**src/rtl/alarm_annunciator.sv**
```systemverilog
// alarm_annunciator
// Consumer end of the emergency alarm line. Turns a level alarm request into
// a beeping square-wave buzzer drive with an on/off cadence, a matching LED
// blink, and a user silence function that re-arms after a fixed time.
//
// Ports:
//   clk          system clock, rising edge
//   reset        synchronous, active-high reset
//   alarm_req    level alarm request from the emergency controller
//   btn_silence  debounced silence button; only its rising edge acts
//   buzzer_pwm   tone drive to the buzzer (registered)
//   led_blink    alert LED drive (registered)
//   silenced     high while the alarm is silenced (registered)
//   state        FSM state: 0 IDLE, 1 SOUND_ON, 2 SOUND_OFF, 3 SILENCED
//
// Build option:
//   ANNUNC_ESCALATE_EN  when defined, after four completed off phases the
//                       tone stays on continuously until the request drops
//                       or the user silences the alarm.

module alarm_annunciator #(
  parameter int TONE_HALF_CYC = 12500,
  parameter int ON_CYC        = 25000000,
  parameter int OFF_CYC       = 25000000,
  parameter int SILENCE_CYC   = 1500000000
) (
  input  logic       clk,
  input  logic       reset,
  input  logic       alarm_req,
  input  logic       btn_silence,
  output logic       buzzer_pwm,
  output logic       led_blink,
  output logic       silenced,
  output logic [1:0] state
);

  localparam int TW  = $clog2(TONE_HALF_CYC + 1);
  localparam int ONW = $clog2(ON_CYC + 1);
  localparam int OFW = $clog2(OFF_CYC + 1);
  localparam int SLW = $clog2(SILENCE_CYC + 1);

  typedef enum logic [1:0] {
    IDLE      = 2'd0,
    SOUND_ON  = 2'd1,
    SOUND_OFF = 2'd2,
    SILENCED  = 2'd3
  } state_t;

  state_t           state_q, state_d;
  logic [TW-1:0]    tone_q, tone_d;
  logic [ONW-1:0]   on_q, on_d;
  logic [OFW-1:0]   off_q, off_d;
  logic [SLW-1:0]   sil_q, sil_d;
  logic             btn_q;
  logic             buzzer_q, buzzer_d;
  logic             led_q, led_d;
  logic             silenced_q, silenced_d;

  logic             sil_edge;
  logic             entry;
  logic             tone_wrap;
  logic             on_done;
  logic             off_done;
  logic             sil_done;
  logic             escalated;

  assign sil_edge  = btn_silence & ~btn_q;
  assign tone_wrap = (tone_q == TW'(TONE_HALF_CYC - 1));
  assign on_done   = (on_q   == ONW'(ON_CYC - 1));
  assign off_done  = (off_q  == OFW'(OFF_CYC - 1));
  assign sil_done  = (sil_q  == SLW'(SILENCE_CYC - 1));

`ifdef ANNUNC_ESCALATE_EN
  // Counts off phases that ran to completion since the alarm last started
  // from IDLE or SILENCED; saturates at 4, which locks the tone on.
  logic [2:0] esc_q, esc_d;

  always_comb begin
    esc_d = esc_q;
    if (state_d == IDLE || state_d == SILENCED) begin
      esc_d = 3'd0;
    end else if (state_q == SOUND_OFF && state_d == SOUND_ON && esc_q != 3'd4) begin
      esc_d = esc_q + 3'd1;
    end
  end

  always_ff @(posedge clk) begin
    if (reset) begin
      esc_q <= 3'd0;
    end else begin
      esc_q <= esc_d;
    end
  end

  assign escalated = (esc_q == 3'd4);
`else
  assign escalated = 1'b0;
`endif

  // Next-state decision. A dropped request beats a silence edge, which beats
  // phase expiry; silence edges do nothing outside the sounding states.
  always_comb begin
    state_d = state_q;
    case (state_q)
      IDLE: begin
        if (alarm_req) state_d = SOUND_ON;
      end
      SOUND_ON: begin
        if (!alarm_req)                  state_d = IDLE;
        else if (sil_edge)               state_d = SILENCED;
        else if (on_done && !escalated)  state_d = SOUND_OFF;
      end
      SOUND_OFF: begin
        if (!alarm_req)    state_d = IDLE;
        else if (sil_edge) state_d = SILENCED;
        else if (off_done) state_d = SOUND_ON;
      end
      SILENCED: begin
        if (!alarm_req)    state_d = IDLE;
        else if (sil_done) state_d = SOUND_ON;
      end
      default: state_d = IDLE;
    endcase
  end

  assign entry = (state_d != state_q);

  // Counters and registered outputs. Every state change clears all counters;
  // otherwise only the counters belonging to the current state advance.
  // The tone restarts high on every entry to SOUND_ON.
  always_comb begin
    tone_d     = '0;
    on_d       = '0;
    off_d      = '0;
    sil_d      = '0;
    buzzer_d   = 1'b0;
    led_d      = 1'b0;
    silenced_d = 1'b0;
    if (!entry) begin
      case (state_q)
        SOUND_ON: begin
          tone_d = tone_wrap ? '0 : tone_q + TW'(1);
          on_d   = on_done ? on_q : on_q + ONW'(1);
        end
        SOUND_OFF: off_d = off_q + OFW'(1);
        SILENCED:  sil_d = sil_q + SLW'(1);
        default: ;
      endcase
    end
    case (state_d)
      SOUND_ON: begin
        led_d    = 1'b1;
        buzzer_d = entry ? 1'b1 : (tone_wrap ? ~buzzer_q : buzzer_q);
      end
      SILENCED: begin
        led_d      = 1'b1;
        silenced_d = 1'b1;
      end
      default: ;
    endcase
  end

  // State, counters, button delay flop and outputs all update together.
  always_ff @(posedge clk) begin
    if (reset) begin
      state_q    <= IDLE;
      tone_q     <= '0;
      on_q       <= '0;
      off_q      <= '0;
      sil_q      <= '0;
      btn_q      <= 1'b0;
      buzzer_q   <= 1'b0;
      led_q      <= 1'b0;
      silenced_q <= 1'b0;
    end else begin
      state_q    <= state_d;
      tone_q     <= tone_d;
      on_q       <= on_d;
      off_q      <= off_d;
      sil_q      <= sil_d;
      btn_q      <= btn_silence;
      buzzer_q   <= buzzer_d;
      led_q      <= led_d;
      silenced_q <= silenced_d;
    end
  end

  assign buzzer_pwm = buzzer_q;
  assign led_blink  = led_q;
  assign silenced   = silenced_q;
  assign state      = state_q;

endmodule

```
**config.mk**
```make
export PLATFORM = sky130hd
export DESIGN_NAME = alarm_annunciator
export DESIGN_NICKNAME = d
export VERILOG_FILES = /design/src/rtl/alarm_annunciator.sv
export SDC_FILE = /design/constraint.sdc
export NUM_CORES = 1
export LEC_CHECK = 0
export ABC_CLOCK_PERIOD_IN_PS = 3040
export BUFFER_PORTS_ARGS = -buffer_cell sky130_fd_sc_hd__buf_2
export CORE_MARGIN = 10
export CORE_UTILIZATION = 60
export DETAILED_ROUTE_END_ITERATION = 12
export GPL_ROUTABILITY_DRIVEN = 0
export GPL_TIMING_DRIVEN = 0
export PLACE_DENSITY = 0.87
export RECOVER_POWER = 50
export SLEW_MARGIN = 20
export SYNTH_ARGS = -nofsm -noshare
export SYNTH_HDL_FRONTEND = slang
export SYNTH_SLANG_ARGS = --single-unit
export TNS_END_PERCENT = 5
```
**constraint.sdc**
```tcl
create_clock -name clk -period 3.04 [get_ports clk]
set_input_delay 0.304 -clock clk [delete_from_list [all_inputs] [get_ports clk]]
set_output_delay 0.304 -clock clk [all_outputs]
set_load 0.05 [all_outputs]
```
Word level (Yosys, flattened, before mapping) --
Cells that the tools add are included.
Cells by class: bitwise operators 7, div/mod/pow operators 0, magnitude comparators 0, multiply operators 0, $add $sub $neg 4, reductions and logical operators 8, eq/ne operators 10, muxes and demuxes 14, shifts and indexed selects 0
Operators with widths (count):
- $add 25x1->25 const B | 2
- $eq 25x25->1 const B | 2
- $add 31x1->31 const B | 1
- $eq 31x31->1 const B | 1
- $mux 2 | 9
- $add 14x1->14 const B | 1
- $eq 14x14->1 const B | 1
- $reduce_or 3->1 | 3
- $pmux 2 s4 | 1
- $eq 2x2->1 const B | 3
- $not 1->1 | 6
- $eq 2x1->1 const B | 2
- $mux 1 | 4
- $reduce_or 2->1 | 2
- $reduce_or 4->1 | 1
- $logic_not 2->1 | 1
- $ne 2x2->1 | 1
- $reduce_bool 2->1 | 1
- $and 1x1->1 | 1
Word-level totals: bits in writable memories 0, latch bits 0, register bits after elaboration 101, memories kept 0, bits in read-only memories 0

Longest topological paths before layout --
Gate-level depths: netlist (run 1).
word-level depth 8, depth in mapped cells 9, gate-level depth less buffers 7

Worst setup path after synthesis (run 1) --
No wires, ideal clock.
path type reg-to-reg, start reg state_q[0], in the netlist state[0], end reg on_q[20], period minus slack after synthesis 2.249 ns, slack 0.791 ns, stages on the path, launching flop included 10, buffers on the path 3, arrival time 2.186 ns, data required time 2.978 ns, cells stage by stage dfxtp_1 clkbuf_1 nand4b_1 nor4_1 a41o_1 a21oi_1 a211o_1 buf_4 buf_6 nor2_2
On the way: word-level cells in the longest chain between the ends 6
Ends and longest elaborated chain:
- from (decl) | line 49 | state_t state_q, state_d;
- from (signal assigned) | line 176 | state_q <= state_d;
- $mux 2, on equally long branches | line 116, 111
- $mux 2, on equally long branches | line 115, 110
- $mux 2, on equally long branches | line 114, 109
- $pmux 2 s4 | line 104 | case (state_q)
- $ne 2x2->1 | line 126 | assign entry = (state_d != state_q);
- $reduce_or 3->1 (no source line) (*)
- to (signal assigned) | line 178 | on_q <= on_d;
- to (decl) | line 51 | logic [ONW-1:0] on_q, on_d;
Every way passes the cells marked *; elsewhere a longest branch is shown, timed or not. A chain may end at the register's enable or synchronous reset.

Final worst setup path (run 1) --
start reg on_q[1], end reg on_q[2]
On the way: word-level cells in the longest chain between the ends 7
Ends and longest elaborated chain:
- $eq 25x25->1 | line 69 | assign on_done = (on_q == ONW'(ON_CYC - 1));
- $mux 2 | line 111 | else if (on_done && !escalated) state_d = SOUND_OFF;
- $mux 2 | line 110 | else if (sil_edge) state_d = SILENCED;
- $mux 2 | line 109 | if (!alarm_req) state_d = IDLE;
- $pmux 2 s4 | line 104
- $ne 2x2->1 | line 126
- $reduce_or 3->1 (no source line)
Parallel ways exist; a longest one is shown, timed or not.

==> results.md, run 1 <==
* Pwr Density at 440 nW/um^2
* Most frequent cells in the layout: 100 x dfxtp_1, 93 x nor2_1, 61 x xor2_1
* Max-slew violation count at 0
* RSZ-0062 raised after global routing: no
* Drt first pass iters at 4
* Maxcap violations at 0
* Post-synth net total at between 500 and 600
* Vias in the first global route at 3425
* F_max at 392 MHz
* Post-CTS setup buffers at 0
* Mean Syn Cell Area at 8.73 sq um
* Gr usage total at 0.152
* Final wirelength at 8350 um
* Core box area at between 7000 and 8000 sq um
* Area grow syn2layout at 7.31%
* Yosys Warn Count at 0
* Worst-Skew Late Latency at 370 ps
* Final hold slack at around 140 ps
* Via Count at roughly 3500
* Xor and xnor fraction of the mapped netlist area at 0.173
* Root buf cell: clkbuf_8
* Largest family of logic cells by synthesized area: simple AND/OR/NAND/NOR gates
* Synthesized cell area at approximately 4500 sq um
* Compound-Gate Fraction of Synth Area at 0.0228
* Slowest cell delay on critical path at 450 ps
* Row cnt at 31
* Worst slew pin tran at about 600 ps
* Maximum fanout along the worst path at 10
* Nets at 537
* Post-synthesis mux area share at 0
* CP Cell Sequence: ha_1 > inv_1 > nor3_1 > nand2_1 > nand2_1 > a211o_1 > clkbuf_1 > nor2_1
* CP Capture Type: register
* Clock Tree Buf Depth at 2
* Setup violations, final at 0
* HPWL Detailed at 6110 um
* Largest net degree at the start of global routing at 16
* Setup TNS at 0 ps
* Total CTS buffers at 9
* Post-synthesis cell type count at 37
* CTS Hold Bufs at 0
* Relative slew slack at 0.589
* Clock sink count at 100
* Seq/Total Area, Yosys at 0.450
* Post-CTS sizing at 0
* Post-route ant nets at 0
* Final Non-Filler Cells at 632
* Die Ht at 106 um
* H-tree Lvls at 3
* Initial Util at 0.617
* Hold WC Path Type: in2reg
* Most used cell, CP: nand2_1
* Arr. time, crit path at ~2800 ps
* Vias/cell at 5.53
* Fraction of layout instances using a drive strength above 1 at 0.0600
* Req. time, crit path at 3280 ps
* I/O pins at 9
* Post-synthesis simple-gate area fraction at 0.319
* WS Path Type: reg2reg
* DIE WIDTH at 106 um
* Synth Register Bits at 100
* Port Buffers at 8
* Avg WL per Cell at 13.2 um
* Slowest library cell on the worst path: dfxtp_1
* Grt total ovfl at 0
* LEAKAGE at 1.49 nW
* First-pass GRT wire length at 14600 um
* Final Hold Vio Count at 0
* Status: finished, final reports clean
* CTS tree: done
* Die Area at 11300 sq um
* Synth Instances at 510
* Most common cell after layout, fill and taps aside: dfxtp_1
* Worst setup SP type: register
* CTS clk-pin slew, worst paths at 90 ps
* Dpl cells at 617
* Initial antenna violation count at 0
* Adder-cell area share of the yosys netlist at 0.0112
* # diodes at 0
* Maximum vdd drop at 0.223 mV
* Final Skew at 17.5 ps
* Tcrit/Tclk final at 0.839
* Residual DRC at 0
* Fin crit period at 2550 ps
* Initial drt markers at 240
## per-stage QoR
| stage | util | setup WS [ps] | total power [mW] | area, sq um |
|---|---|---|---|---|
| CTS | 0.663 | 489 | 2.12 | 4780 |
| detailed placement | 0.640 | 504 | 1.39 | 4620 |
| finish | 0.662 | 490 | 2.10 | 4780 |
| floorplan | - | 791 | 1.37 | 4450 |
| global placement | 0.640 | 554 | 1.38 | 4620 |
| global route | 0.662 | 131 | 2.17 | 4780 |
## cells by family after synthesis
| kind of cell | count (synthesis) |
|---|---|
| flops | 100 |
| buf+inv | 25 |
| simple gates | 278 |
| fa+ha+maj | 4 |
| xor+xnor | 88 |
| compound gates | 15 |
## registers in the layout (all words and copies together) (netlist names)
name	cells
off_q	25
state	2
sil_q	31
buzzer_pwm	1
tone_q	14
on_q	25
btn_q	1
silenced	1
## per-layer routing
metal  wire [um]  global-route usage  up-vias
li1            -                   -     1766
met1        3750               0.176     1664
met2        4160               0.258       52
met3         287              0.0435       14
met4         153              0.0638        0
met5           0                   0        -
## layout make-up
| type | instances | area [sq um] |
|---|---|---|
| Buffer | 17 | 78.8 |
| Clock buffer | 11 | 141 |
| Clock inverter | 4 | 26.3 |
| Fill cell | 621 | 2440 |
| Inverter | 8 | 30.0 |
| Multi-Input combinational cell | 385 | 2340 |
| Sequential cell | 100 | 2000 |
| Tap cell | 99 | 124 |
| Timing Repair Buffer | 8 | 33.8 |
## critical path, delay by kind of cell, from the launching register on
| family | cells | cell delay, ps |
|---|---|---|
| and+or+nand+nor | 4 | 1030 |
| DFF | 1 | 450 |
| buffers and inverters | 2 | 440 |
| adders and majority gates | 1 | 350 |
| AOI/OAI and AO/OA | 1 | 170 |
## path summary, 6_finish.rpt
check / slack [ps] / cells after the start / startpoint / end
worst max register to register: 490 / 8 / on_q[1]$_SDFFE_PP0N_ / on_q[2]$_SDFFE_PP0N_
worst min-delay path: 140 / 2 / reset / state[1]$_SDFF_PP0_
worst max-delay path: 490 / 8 / on_q[1]$_SDFFE_PP0N_ / on_q[2]$_SDFFE_PP0N_
worst min register to register: 450 / 1 / tone_q[0]$_SDFF_PP0_ / tone_q[0]$_SDFF_PP0_
## synth_stat cells (all sizes together)
library cell,instances,area [sq um]
nand4,21,131
nor3b,1,7.51
o21ai,5,25.0
nand2b,2,12.5
nand3b,1,7.51
and2,4,25.0
or4,2,15.0
ha,4,50.1
or4b,3,30.0
nand4b,4,35.0
buf,3,26.3
a21oi,4,20.0
clkbuf,14,52.6
nand2,36,135
and4,12,105
nor2b,6,37.5
dfxtp,100,2000
or3,2,12.5
xor2,61,534
a21boi,1,7.51
xnor2,27,236
a211o,2,17.5
a41o,1,10.0
o211a,1,10.0
inv,8,30.0
nor3,19,105
a2111o,1,11.3
and4b,1,10.0
nor4,4,25.0
and3,14,87.6
nand3,41,205
nor4b,3,26.3
nor2,102,405
## report_power, final
group	leakage [nW]	switching [mW]	internal [mW]	total, mW
clock network	0.0852	0.432	0.314	0.747
registers	0.806	0.00292	1.31	1.31
logic	0.604	0.0270	0.0120	0.0390
(Power assumes the default switching activity.)
==> inputs of run 2 (changes only) <==
Settings changed: ABC_CLOCK_PERIOD_IN_PS 3040 to 2250, CORE_UTILIZATION 60 to 56, PLACE_DENSITY 0.87 to 0.85.
Clock period 3.04 ns to 2.25 ns, I/O delays scaled along.
==> run 2 against run 1 <==
Die area is 5.8% higher. Combinational power is 34% higher. Clock skew is 4.9 ps lower. Maximum frequency is 16% higher. Worst setup slack worse by 430 ps. Sequential power is 36% higher. Sequential share of layout area is 0.83 points lower. Non-clock buffer count is 1 lower. Worst hold slack worse by 86 ps. Core utilization is 3.1 points lower. Register-to-register slack worse by 430 ps. Critical path type unchanged.
==> results.md, run 2 (same netlist as run 1, synthesis figures left out) <==
* H-tree Lvls at 3 (unchanged)
* Initial antenna violation count at 0 (unchanged)
* LEAKAGE at 1.60 nW (+7.2%)
* Worst setup SP type: register
* R2R setup slack at 60 ps (-430 ps)
* R2R Path Start: sil_q[17]$_SDFF_PP0_
* Largest net degree at the start of global routing at 19 (+3)
* Vias in the first global route at 3439 (+0.41%)
* Largest register FFs at 31 (unchanged)
* Biggest regs: sil_q x31, off_q x25, on_q x25
* Setup violations, final at 0 (unchanged)
* Pwr Density at 593 nW/um^2 (+35%)
* Req. time, crit path at 2570 ps (-710 ps)
* # fillers at 607 (-2.3%)
* Max-slew violation count at 0 (unchanged)
* Nets at 536 (-0.19%)
* Die Area at 11900 sq um (+5.8%)
* Fraction of layout instances using a drive strength above 1 at 0.107 (+0.0469)
* FF+latch area at 2000 sq um (+0.12%)
* Maximum fanout along the worst path at 10 (unchanged)
* Initial drt markers at 206 (-14%)
* Setup TNS at 0 ps (unchanged)
* Tcrit/Tclk final at 0.975 (+0.136)
* Maxcap violations at 0 (unchanged)
* Worst slew pin tran at 605 ps (-7.31 ps)
* Grt total ovfl at 0 (unchanged)
* Row cnt at 32 (+3.2%)
* F_max at 456 MHz (+16%)
* WS Path Type: reg2reg
* Slowest cell delay on critical path at 570 ps (+120 ps)
* CTS Hold Bufs at 0 (unchanged)
* DIE WIDTH at 109 um (+2.9%)
* Fin crit period at 2190 ps (-356 ps)
* Clock Tree Buf Depth at 2 (unchanged)
* Multi-input logic area at 2400 sq um (+2.7%)
* Via Count at 3522 (+0.74%)
* Port Buffers at 8 (unchanged)
* CTS clk-pin slew, worst paths at 100 ps (about the same)
* # diodes at 0 (unchanged)
* Arr. time, crit path at 2520 ps (-270 ps)
* Root buf cell: clkbuf_8
* CP Launch Point: sil_q[17]$_SDFF_PP0_
* Final wirelength at 8460 um (+1.3%)
* Relative slew slack at 0.598 (+0.00974)
* Core box area at 7730 sq um (+7.1%)
* Final Hold Vio Count at 0 (unchanged)
* Initial Util at 0.576 (-0.0410)
* RSZ-0062 raised after global routing: yes
* Hold WC Path Type: in2reg
* Core Util, Final at 0.631 (-0.0307)
* HPWL Detailed at 5960 um (-2.4%)
* Die Ht at 109 um (+2.9%)
* Maximum vdd drop at 0.413 mV (+85%)
* Design Area, Final at 4880 sq um (+2.1%)
* Final Skew at 12.6 ps (-4.87 ps)
* Post-route ant nets at 0 (unchanged)
* Clock sink count at 100 (unchanged)
* Placed instance area at 4620 sq um (about the same)
* Most common cell after layout, fill and taps aside: dfxtp_1
* CTS tree: done
* First-pass GRT wire length at 14800 um (+0.99%)
* Residual DRC at 0 (unchanged)
* Gr usage total at 0.150 (-0.00257)
* Drt first pass iters at 4 (unchanged)
* Area grow syn2layout at 9.61%
* CP Capture Type: register
* I/O pins at 9 (unchanged)
* Slowest library cell on the worst path: or4b_1
* Vias/cell at 5.55 (+0.27%)
* Status: finished, final reports clean
* Most used cell, CP: buf_6
* Avg WL per Cell at 13.3 um (+0.78%)
* CP Cell Sequence: or4b_1 > nor4_2 > a41o_1 > a21oi_2 > a211o_1 > buf_6 > buf_6 > nor2_2
* Most frequent cells in the layout: 98 x dfxtp_1, 93 x nor2_1, 61 x xor2_1
* Register-to-Register Path Depth at 8 (unchanged)
* Total CTS buffers at 9 (unchanged)
* Reg2reg end: tone_q[8]$_SDFF_PP0_
* Worst Setup EP: tone_q[8]$_SDFF_PP0_
* Worst-Skew Late Latency at 370 ps (about the same)
* Biggest register: sil_q
run 2: layout make-up:
| cell class | instances | share of cell area |
|---|---|---|
| multi-input cells | 385 | 0.493 |
| flip-flops and latches | 100 | 0.411 |
| well taps | 102 | 0.0262 |
| clock buffers | 9 | 0.0254 |
| plain buffers | 15 | 0.0174 |
| clock inverters | 7 | 0.0121 |
| repair buffers | 9 | 0.00923 |
| inverters | 8 | 0.00615 |
run 2: how the worst min path moves through the flow:
| stage | from | end | cells after the start |
|---|---|---|---|
| 2_1_floorplan | reset | btn_q$_SDFF_PP0_ | 1 |
| 3_3_place_gp | tone_q[0]$_SDFF_PP0_ | tone_q[0]$_SDFF_PP0_ | 1 |
| 3_5_place_dp | reset | btn_q$_SDFF_PP0_ | 2 |
| 4_1_cts | reset | btn_q$_SDFF_PP0_ | 2 |
| 5_1_grt | reset | state[1]$_SDFF_PP0_ | 2 |
| 6_report | reset | btn_q$_SDFF_PP0_ | 2 |
run 2: power by group:
group          internal [mW]  switching [mW]
combinational         0.0172          0.0348
sequential              1.77         0.00660
clock                  0.417           0.645
total                   2.21           0.686
run 2: layer usage:
layer  global-route usage  wire length [um]  up-vias
met5                    0                 0        -
met2                0.258              4200       47
met3               0.0442               335       13
met1                0.173              3800     1694
met4               0.0508               112        0
li1                     -                 -     1768
run 2: through the flow:
step | hold slack (ps) | std cells | setup WS (ps) | power (mW)
floorplan | 297 | 510 | 1.36 | 1.86
global route | 47.7 | 635 | -68.3 | 2.99
CTS | 42.3 | 636 | 4.67 | 2.92
finish | 56.8 | 635 | 55.6 | 2.89
global placement | 432 | 620 | -284 | 1.87
detailed placement | 445 | 620 | -392 | 1.87
run 2: what timing repair did:
item                                    4_1_cts  5_1_grt
resized for setup                            12       16
endpoints found under the setup margin       67       88
pin swaps                                     1        3
buffers inserted                              0        1
gates cloned                                  0        0
run 2: worst max-delay path: cells and delay by family (launching register included):
family / cells / cell delay, ps
buffers and inverters: 2 / 310
AO/OA/AOI/OAI: 3 / 570
flip-flops: 1 / 370
AND/OR/NAND/NOR: 3 / 900
